<file path="src/rtl/fifo_async_write_ptr_pkg.sv">
// Shared dual-clock FIFO helpers: depth derivation and the Gray full-compare
// target, used identically by the write- and read-pointer blocks.
package fifo_async_write_ptr_pkg;

  typedef struct packed {
    logic full;
    logic afull;
    logic ovf;
  } wflags_t;

  function automatic int fifo_depth(int ptr_w);
    return 1 << (ptr_w - 1);
  endfunction

  // Gray pointer of the read side as the write pointer will look when full:
  // top two bits inverted (both bits when ptr_w == 2).
  function automatic logic [31:0] full_target(logic [31:0] rg, int ptr_w);
    return rg ^ (32'd3 << (ptr_w - 2));
  endfunction

endpackage

</file>
<file path="src/rtl/fifo_async_write_ptr_if.sv">
// Write-side pointer bundle: request/clear in, read pointer in, RAM and flags out.
interface fifo_async_write_ptr_if #(parameter int PTR_WIDTH = 3);
  logic                 write_in;
  logic                 clear_ovf_in;
  logic [PTR_WIDTH-1:0] rptr_g_sync_in;
  logic [PTR_WIDTH-1:0] wptr_b_out;
  logic [PTR_WIDTH-1:0] wptr_g_out;
  logic [PTR_WIDTH-2:0] waddr_out;
  logic                 wen_out;
  logic                 full_out;
  logic                 almost_full_out;
  logic [PTR_WIDTH-1:0] level_out;
  logic                 overflow_out;

  modport master (
    output write_in, clear_ovf_in, rptr_g_sync_in,
    input  wptr_b_out, wptr_g_out, waddr_out, wen_out, full_out,
           almost_full_out, level_out, overflow_out
  );

  modport slave (
    input  write_in, clear_ovf_in, rptr_g_sync_in,
    output wptr_b_out, wptr_g_out, waddr_out, wen_out, full_out,
           almost_full_out, level_out, overflow_out
  );
endinterface

</file>
<file path="src/rtl/fifo_async_write_ptr_gray2bin.sv">
// Combinational Gray-to-binary converter (prefix XOR from the MSB down).
module fifo_async_write_ptr_gray2bin #(parameter int N = 3) (
  input  logic [N-1:0] gray,
  output logic [N-1:0] bin
);
  always_comb begin
    bin = '0;
    bin[N-1] = gray[N-1];
    for (int i = N - 2; i >= 0; i--) bin[i] = bin[i+1] ^ gray[i];
  end
endmodule

</file>
<file path="src/rtl/fifo_async_write_ptr.sv">
// Write-domain pointer/flag logic for the dual-clock FIFO: binary+Gray write
// pointer, RAM write strobe, full/almost-full/level and sticky overflow.
module fifo_async_write_ptr
  import fifo_async_write_ptr_pkg::*;
#(
  parameter int PTR_WIDTH    = 3,
  parameter int AFULL_THRESH = 3
) (
  input logic                 write_clk,
  input logic                 rst_in,
  fifo_async_write_ptr_if.slave wp
);
  localparam int DEPTH = fifo_depth(PTR_WIDTH);
  localparam int AF_EFF = (AFULL_THRESH > DEPTH) ? DEPTH : AFULL_THRESH;
  localparam logic [PTR_WIDTH:0] AF_TH = (PTR_WIDTH+1)'(AF_EFF);

  logic [PTR_WIDTH-1:0] wb_q, wg_q, lvl_q;
  logic [PTR_WIDTH-1:0] wb_nx, wg_nx, lvl_nx, rb_sync, rg_full;
  logic                 accept, full_nx;
  wflags_t              flg_q;

  fifo_async_write_ptr_gray2bin #(.N(PTR_WIDTH)) u_g2b (
    .gray (wp.rptr_g_sync_in),
    .bin  (rb_sync)
  );

  // Accept against the registered full so a read release cannot let a write
  // slip in on the same edge the flag drops.
  assign accept  = wp.write_in & ~flg_q.full;
  assign wb_nx   = wb_q + PTR_WIDTH'(accept);
  assign wg_nx   = (wb_nx >> 1) ^ wb_nx;
  assign rg_full = PTR_WIDTH'(full_target(32'(wp.rptr_g_sync_in), PTR_WIDTH));
  assign full_nx = (wg_nx == rg_full);
  assign lvl_nx  = wb_nx - rb_sync;

  always_ff @(posedge write_clk) begin
    if (rst_in) begin
      wb_q  <= '0;
      wg_q  <= '0;
      lvl_q <= '0;
      flg_q <= '0;
    end else begin
      wb_q       <= wb_nx;
      wg_q       <= wg_nx;
      lvl_q      <= lvl_nx;
      flg_q.full <= full_nx;
      flg_q.afull <= ({1'b0, lvl_nx} >= AF_TH);
      if (wp.write_in & flg_q.full) flg_q.ovf <= 1'b1;
      else if (wp.clear_ovf_in)     flg_q.ovf <= 1'b0;
    end
  end

  assign wp.wptr_b_out      = wb_q;
  assign wp.wptr_g_out      = wg_q;
  assign wp.waddr_out       = wb_q[PTR_WIDTH-2:0];
  assign wp.wen_out         = accept;
  assign wp.full_out        = flg_q.full;
  assign wp.almost_full_out = flg_q.afull;
  assign wp.level_out       = lvl_q;
  assign wp.overflow_out    = flg_q.ovf;
endmodule

</file>
<file path="src/flat_wrapper.sv">
// flat-port wrapper written by rule: the top's interface ports become plain ports
module fifo_async_write_ptr_flat import fifo_async_write_ptr_pkg::*;
#(
  parameter int PTR_WIDTH    = 3,
  parameter int AFULL_THRESH = 3
)
  (write_clk, rst_in, wp_write_in, wp_clear_ovf_in, wp_rptr_g_sync_in, wp_wptr_b_out, wp_wptr_g_out, wp_waddr_out, wp_wen_out, wp_full_out, wp_almost_full_out, wp_level_out, wp_overflow_out);
  fifo_async_write_ptr_if #(.PTR_WIDTH(PTR_WIDTH)) wp_i ();
  input logic write_clk;
  input logic rst_in;
  input wire logic [$bits(wp_i.write_in)-1:0] wp_write_in;
  input wire logic [$bits(wp_i.clear_ovf_in)-1:0] wp_clear_ovf_in;
  input wire logic [$bits(wp_i.rptr_g_sync_in)-1:0] wp_rptr_g_sync_in;
  output wire logic [$bits(wp_i.wptr_b_out)-1:0] wp_wptr_b_out;
  output wire logic [$bits(wp_i.wptr_g_out)-1:0] wp_wptr_g_out;
  output wire logic [$bits(wp_i.waddr_out)-1:0] wp_waddr_out;
  output wire logic [$bits(wp_i.wen_out)-1:0] wp_wen_out;
  output wire logic [$bits(wp_i.full_out)-1:0] wp_full_out;
  output wire logic [$bits(wp_i.almost_full_out)-1:0] wp_almost_full_out;
  output wire logic [$bits(wp_i.level_out)-1:0] wp_level_out;
  output wire logic [$bits(wp_i.overflow_out)-1:0] wp_overflow_out;
  assign wp_i.write_in = wp_write_in;
  assign wp_i.clear_ovf_in = wp_clear_ovf_in;
  assign wp_i.rptr_g_sync_in = wp_rptr_g_sync_in;
  assign wp_wptr_b_out = wp_i.wptr_b_out;
  assign wp_wptr_g_out = wp_i.wptr_g_out;
  assign wp_waddr_out = wp_i.waddr_out;
  assign wp_wen_out = wp_i.wen_out;
  assign wp_full_out = wp_i.full_out;
  assign wp_almost_full_out = wp_i.almost_full_out;
  assign wp_level_out = wp_i.level_out;
  assign wp_overflow_out = wp_i.overflow_out;
  fifo_async_write_ptr #(.PTR_WIDTH(PTR_WIDTH), .AFULL_THRESH(AFULL_THRESH)) u_core (.write_clk(write_clk), .rst_in(rst_in), .wp(wp_i));
endmodule
</file>
<file path="config.mk">
export PLATFORM = sky130hd
export DESIGN_NAME = fifo_async_write_ptr_flat
export DESIGN_NICKNAME = d
export VERILOG_FILES = /design/src/rtl/fifo_async_write_ptr_pkg.sv /design/src/rtl/fifo_async_write_ptr_if.sv /design/src/rtl/fifo_async_write_ptr_gray2bin.sv /design/src/rtl/fifo_async_write_ptr.sv /design/src/flat_wrapper.sv
export SDC_FILE = /design/constraint.sdc
export NUM_CORES = 1
export LEC_CHECK = 0
export CORE_AREA = 2 2 39 41
export CTS_BUF_LIST = sky130_fd_sc_hd__clkbuf_4 sky130_fd_sc_hd__clkbuf_8 sky130_fd_sc_hd__clkbuf_16
export DETAILED_ROUTE_END_ITERATION = 10
export DIE_AREA = 0 0 41 43
export HOLD_SLACK_MARGIN = 0.15
export PLACE_DENSITY_LB_ADDON = 0.25
export SETUP_SLACK_MARGIN = 0.15
export SLEW_MARGIN = 20
export SYNTH_ARGS = -nofsm -noshare
export SYNTH_HDL_FRONTEND = slang
export SYNTH_SLANG_ARGS = --single-unit
</file>
<file path="constraint.sdc">
create_clock -name write_clk -period 5.9 [get_ports write_clk]
set_clock_uncertainty 0.1 [all_clocks]
set_input_delay 1.18 -clock write_clk [delete_from_list [all_inputs] [get_ports write_clk]]
set_output_delay 1.18 -clock write_clk [all_outputs]
set_load 0.005 [all_outputs]
</file>
==> results of run 1 <==
## report_power, final
| part | internal (W) | leakage, nW | switching [W] | total, W |
|---|---|---|---|---|
| clock | 0.0000307 | 0.0184 | 0.0000226 | 0.0000533 |
| combinational | 0.0000510 | 0.175 | 0.0000330 | 0.0000840 |
| sequential | 0.0000873 | 0.0907 | 0.00000441 | 0.0000917 |
## cell type report
class | count | area (um^2) | area share [%]
sequential | 11 | 220 | 30.7
clock buffer | 4 | 30.0 | 4.18
tap | 16 | 20.0 | 2.79
inverter | 2 | 7.51 | 1.05
timing repair buffer | 21 | 210 | 29.3
multi-input combinational | 30 | 230 | 32.1
## sequential cells by signal (all words and copies together), names as in the netlist
register	cells
u_core.wp.almost_full_out	1
u_core.wp.wptr_g_out	3
u_core.wp.level_out	3
u_core.wp.wptr_b_out	2
u_core.wp.full_out	1
u_core.wp.overflow_out	1
## worst reg2reg max path: stages (launching register included)
cell	delay, ns
dfxtp_1	0.34
nor2b_1	0.06
ha_1	0.19
ha_1	0.35
inv_1	0.11
fa_1	0.44
xnor2_1	0.14
xnor2_1	0.19
a21oi_1	0.09
## through the flow
step                worst slack [ns]  area [um^2]  instances  hold slack [ns]  power [W]
floorplan                       2.94          484         47            0.361   0.000139
global placement                2.29          688         80            0.358   0.000176
detailed placement              2.27          688         80            0.367   0.000178
CTS                             2.27          718         84            0.377   0.000232
global route                    2.23          718         84            0.398   0.000246
finish                          2.28          718         84            0.370   0.000229
## worst max-delay path by stage
stage,startpoint,to,slack [ns],cells after the start
6_report,wp_write_in,wp_wen_out,2.28,3
5_1_grt,wp_write_in,wp_wen_out,2.23,3
4_1_cts,wp_write_in,wp_wen_out,2.27,3
3_5_place_dp,wp_write_in,wp_wen_out,2.27,3
3_3_place_gp,wp_write_in,wp_wen_out,2.29,3
2_1_floorplan,wp_write_in,u_core.wp.almost_full_out,2.94,8
## synthesized netlist by cell type
master	number	area share, %
or3_1	1	1.3
xnor2_2	1	3.4
nand3_1	1	1.0
nor2b_1	1	1.3
a21oi_1	2	2.1
xor2_1	3	5.4
a211oi_2	1	2.6
or2_2	1	1.3
fa_1	1	4.1
buf_4	3	4.7
nand2b_1	1	1.3
dfxtp_1	11	45
ha_1	3	7.8
nand2_1	1	0.77
clkbuf_1	1	0.77
inv_1	2	1.6
nor2_1	8	6.2
xnor2_1	5	9.0
## per-layer routing
| layer | wire length [um] | up-vias |
|---|---|---|
| met1 | 363 | 159 |
| met5 | 0 | - |
| li1 | - | 190 |
| met3 | 51 | 2 |
| met4 | 19 | 0 |
| met2 | 382 | 15 |
## placed cells by master (no fill, tap or decap), drive strengths merged, types with 2 or more instances in the layout
cell type      Yosys  layout
xor2               3       3
dfxtp             11      11
a21oi              2       2
ha                 3       3
nor2               8       8
inv                2       2
clkbuf             1       4
clkdlybuf4s50      0      21
xnor2              6       6
## kinds of logic after synthesis
logic type / Yosys count / share of synthesized area, %
DFF: 11 / 45.5
AOI/OAI and AO/OA: 3 / 4.65
buffers and inverters: 6 / 6.98
and+or+nand+nor: 14 / 13.2
adders and majority gates: 4 / 11.9
xor gates and xnor gates: 9 / 17.8
==> flow_summary.ini, run 1 <==
[grt]
grt-ovfl-total = 0
first_global_vias = 324
top_usage_layer = met2
gr-usage-met3_pct = 4.71
antenna_found_initial = 0
grt_use_total_pct = 11.8
grt_util_met2_pct = 17.5
grt_use_met1_pct = 14.1
grt_max_degree = 12
grt_pass1_wl_mm = 1.34

[setup_path]
slowest_stage = clkdlybuf4s50_1
rrSetupSlack_ns = 3.75
reg2reg_depth = 8
critPathCaptureType = output port
r2r-end = u_core.wp.almost_full_out
crit_chain = clkdlybuf4s50_1 > nor2b_1 > clkdlybuf4s50_1
required_ns = 4.62
timing.rr.start = u_core.wp.full_out
path_delay_family = buffers and inverters
setup.worst_path.start_class = primary input
cpPeakStageDelay_ns = 0.52
path_class = in -> out
arrival_ns = 2.34
path_buf_inv = 2
path_common_cell = clkdlybuf4s50_1
path_max_fanout = 2

[routing]
drc_errors = 0
vias = 366
drt-initial-drc-count = 4
drt-total-wl_um = 817
viasPerCell = 4.36
drtPass1Iterations = 4
drtAntennaViolNets = 0
post_drt_wl_per_cell_um = 9.73

[timing]
fmax_mhz = 276
tightestPinTransition_ns = 0.395
finalCriticalPeriod_ns = 3.62
period_share_pct = 61.3
setup_violations = 0
finalHoldViolations = 0
slew_headroom_pct = 73.6
rsz0062_at_grt = no
finalMaxSlewViolations = 0
setup_tns_ns = 0

[finish]
fillers = 139
layout-drive-gt1-share_pct = 10.3
final_util_pct = 51.9
area_growth_pct = 48.3
diodes = 0
layout.nets = 80

[logic_synthesis]
ys_types = 18
synthesis.nets = 58
syn_area_um2 = 484
yosys_warnings = 0
ys_seq_elements = 11
synth_cells = 47
syn_area_per_cell_um2 = 10.3
ys_seq_area_share_pct = 45.5

[pwr]
ir_drop_v = 0.000128
powerDensity_nw_per_um2 = 319
cellLeakagePower_nw = 0.284

[min_path]
holdCritPathClass = reg -> reg
hold_depth = 2
min_from = u_core.wp.overflow_out
worstHoldEndpoint = u_core.wp.overflow_out

[place]
hpwl_um = 692
port-buffer-count = 21
finalWeightedCongestion = 0.713

[clock_network]
post_cts_resize_count = 0
clockBufferDepth = 2
post_cts_buffers = 0
cts_sinks = 11
clk_root_buffer_cell = clkbuf_4
clk_pin_slew_ns = 0.06
insertion_delay_ns = 0.26
hold_buffers = 0
numCtsBuffers = 3
htreeDepth = 1
cts_tree = yes

[die]
ios = 22
rows = 14
die_h_um = 43
die_w_um = 41
fp.coreArea_um2 = 1380
fp.dieArea_um2 = 1760
start_util_pct = 35.0

[flow_run]
max-cap-violations = 0

[run_status]
run_status = finished clean
Note: power is estimated with default switching activity, not from simulation.
==> run 2: changes to the inputs <==
==> constraint.sdc (replaced) <==
create_clock -name write_clk -period 3.6 [get_ports write_clk]
set_clock_uncertainty 0.1 [all_clocks]
set_input_delay 0.72 -clock write_clk [delete_from_list [all_inputs] [get_ports write_clk]]
set_output_delay 0.72 -clock write_clk [all_outputs]
set_load 0.005 [all_outputs]
==> flow_summary.ini, run 2 (synthesis gave the netlist of run 1 again) <==
[setup_path]
cpPeakStageDelay_ns = 0.51
arrival_ns = 2.86
slowest_stage = fa_1
path_common_cell = ha_1
setup.worst_path.start_class = primary input
startpoint = wp_write_in
crit_chain = clkdlybuf4s50_1 > nor2b_1 > ha_1 > ha_1 > inv_1 > fa_1 > or2_2 > a21oi_1
path_class = in -> reg
path_max_fanout = 3
timing.rr.start = u_core.wp.full_out
required_ns = 3.69
critPathCaptureType = flop

[finish]
layout.nets = 80
diodes = 0
layout-drive-gt1-share_pct = 10.3
layout_common_cells = clkdlybuf4s50_1, dfxtp_1, nor2_1, xnor2_1, clkbuf_4
area_growth_pct = 48.3
final_common_cell = clkdlybuf4s50_1
finalInstanceArea_um2 = 718
regArea_um2 = 220
multiInputGateArea_um2 = 230
fillers = 153

[clock_network]
clockBufferDepth = 2
post_cts_buffers = 0
insertion_delay_ns = 0.26
clk_root_buffer_cell = clkbuf_4
post_cts_resize_count = 0
cts_tree = yes
cts_sinks = 11
clk_pin_slew_ns = 0.07
numCtsBuffers = 3
hold_buffers = 0
htreeDepth = 1

[routing]
highest-signal-layer = met4
drc_errors = 0
drt-initial-drc-count = 3
viasPerCell = 4.48
drtAntennaViolNets = 0
drt-total-wl_um = 805
drtPass1Iterations = 2
wirelength_met1_um = 354
post_drt_wl_per_cell_um = 9.58
vias = 376
routed-wl-met2_um = 365
dr_wl_met3_um = 56

[timing]
layout_setup_ws_ns = 0.825
setup_violations = 0
rsz0062_at_grt = no
finalMaxSlewViolations = 0
finalHoldViolations = 0
period_share_pct = 77.1
holdWs_ns = 0.372
tightestPinTransition_ns = 0.403
setup_tns_ns = 0
slew_headroom_pct = 73.1
finalCriticalPeriod_ns = 2.77
fmax_mhz = 360

[grt]
grt_max_degree = 12
grt-ovfl-total = 0
grt_use_total_pct = 10.6
grt_pass1_wl_mm = 1.15
antenna_found_initial = 0
first_global_vias = 297

[place]
dpl_cell_area_um2 = 688
finalWeightedCongestion = 0.748
place_worst_setup_slack_ns = 0.549
hpwl_um = 659
port-buffer-count = 21

[flow_run]
max-cap-violations = 0

[pwr]
cellLeakagePower_nw = 0.284
ir_drop_v = 0.000215
powerDensity_nw_per_um2 = 525

[die]
ios = 22
fp.dieArea_um2 = 1760
die_h_um = 43
fp.coreArea_um2 = 1380
die_w_um = 41
rows = 14
start_util_pct = 35.0

[min_path]
holdCritPathClass = reg -> reg
min_from = u_core.wp.overflow_out

[run_status]
run_status = finished clean
-- run 2: power breakdown --
part | total [W] | leakage, nW | internal (W) | switching [W]
logic | 0.000137 | 0.175 | 0.0000833 | 0.0000535
registers | 0.000150 | 0.0907 | 0.000143 | 0.00000706
clock network | 0.0000900 | 0.0184 | 0.0000504 | 0.0000396
total | 0.000377 | 0.284 | 0.000277 | 0.000100
-- run 2: through the flow --
step / std cells / utilization [%] / total power (W)
2_1_floorplan: 47 / - / 0.000228
3_3_place_gp: 80 / 49.7 / 0.000290
3_5_place_dp: 80 / 49.7 / 0.000292
4_1_cts: 84 / 51.9 / 0.000383
5_1_grt: 84 / 51.9 / 0.000401
6_report: 84 / 51.9 / 0.000377
-- run 2: worst paths after layout --
check | endpoint | slack (ns) | cells past startpoint
setup reg to reg | u_core.wp.almost_full_out | 1.44 | 7
hold reg to reg | u_core.wp.overflow_out | 0.37 | 2
setup / recovery | u_core.wp.almost_full_out | 0.83 | 8
hold / removal | u_core.wp.overflow_out | 0.37 | 2
-- run 2: critical path, delay by kind of cell --
family	cells	cell delay [ns]
simple gates	2	0.44
fa+ha+maj	3	1.05
compound gates	1	0.14
buf+inv	2	0.52
-- run 2: final cells by class --
cell class / instances / area share, %
well taps: 16 / 2.79
inverters: 2 / 1.05
clock buffers: 4 / 4.18
flip-flops and latches: 11 / 30.7
repair buffers: 21 / 29.3
multi-input cells: 30 / 32.1
-- run 2: per-layer routing --
layer,vias to the layer above,track usage [%]
met2,18,13.1
li1,188,-
met5,-,0
met3,5,4.71
met1,165,12.9
met4,0,10.0
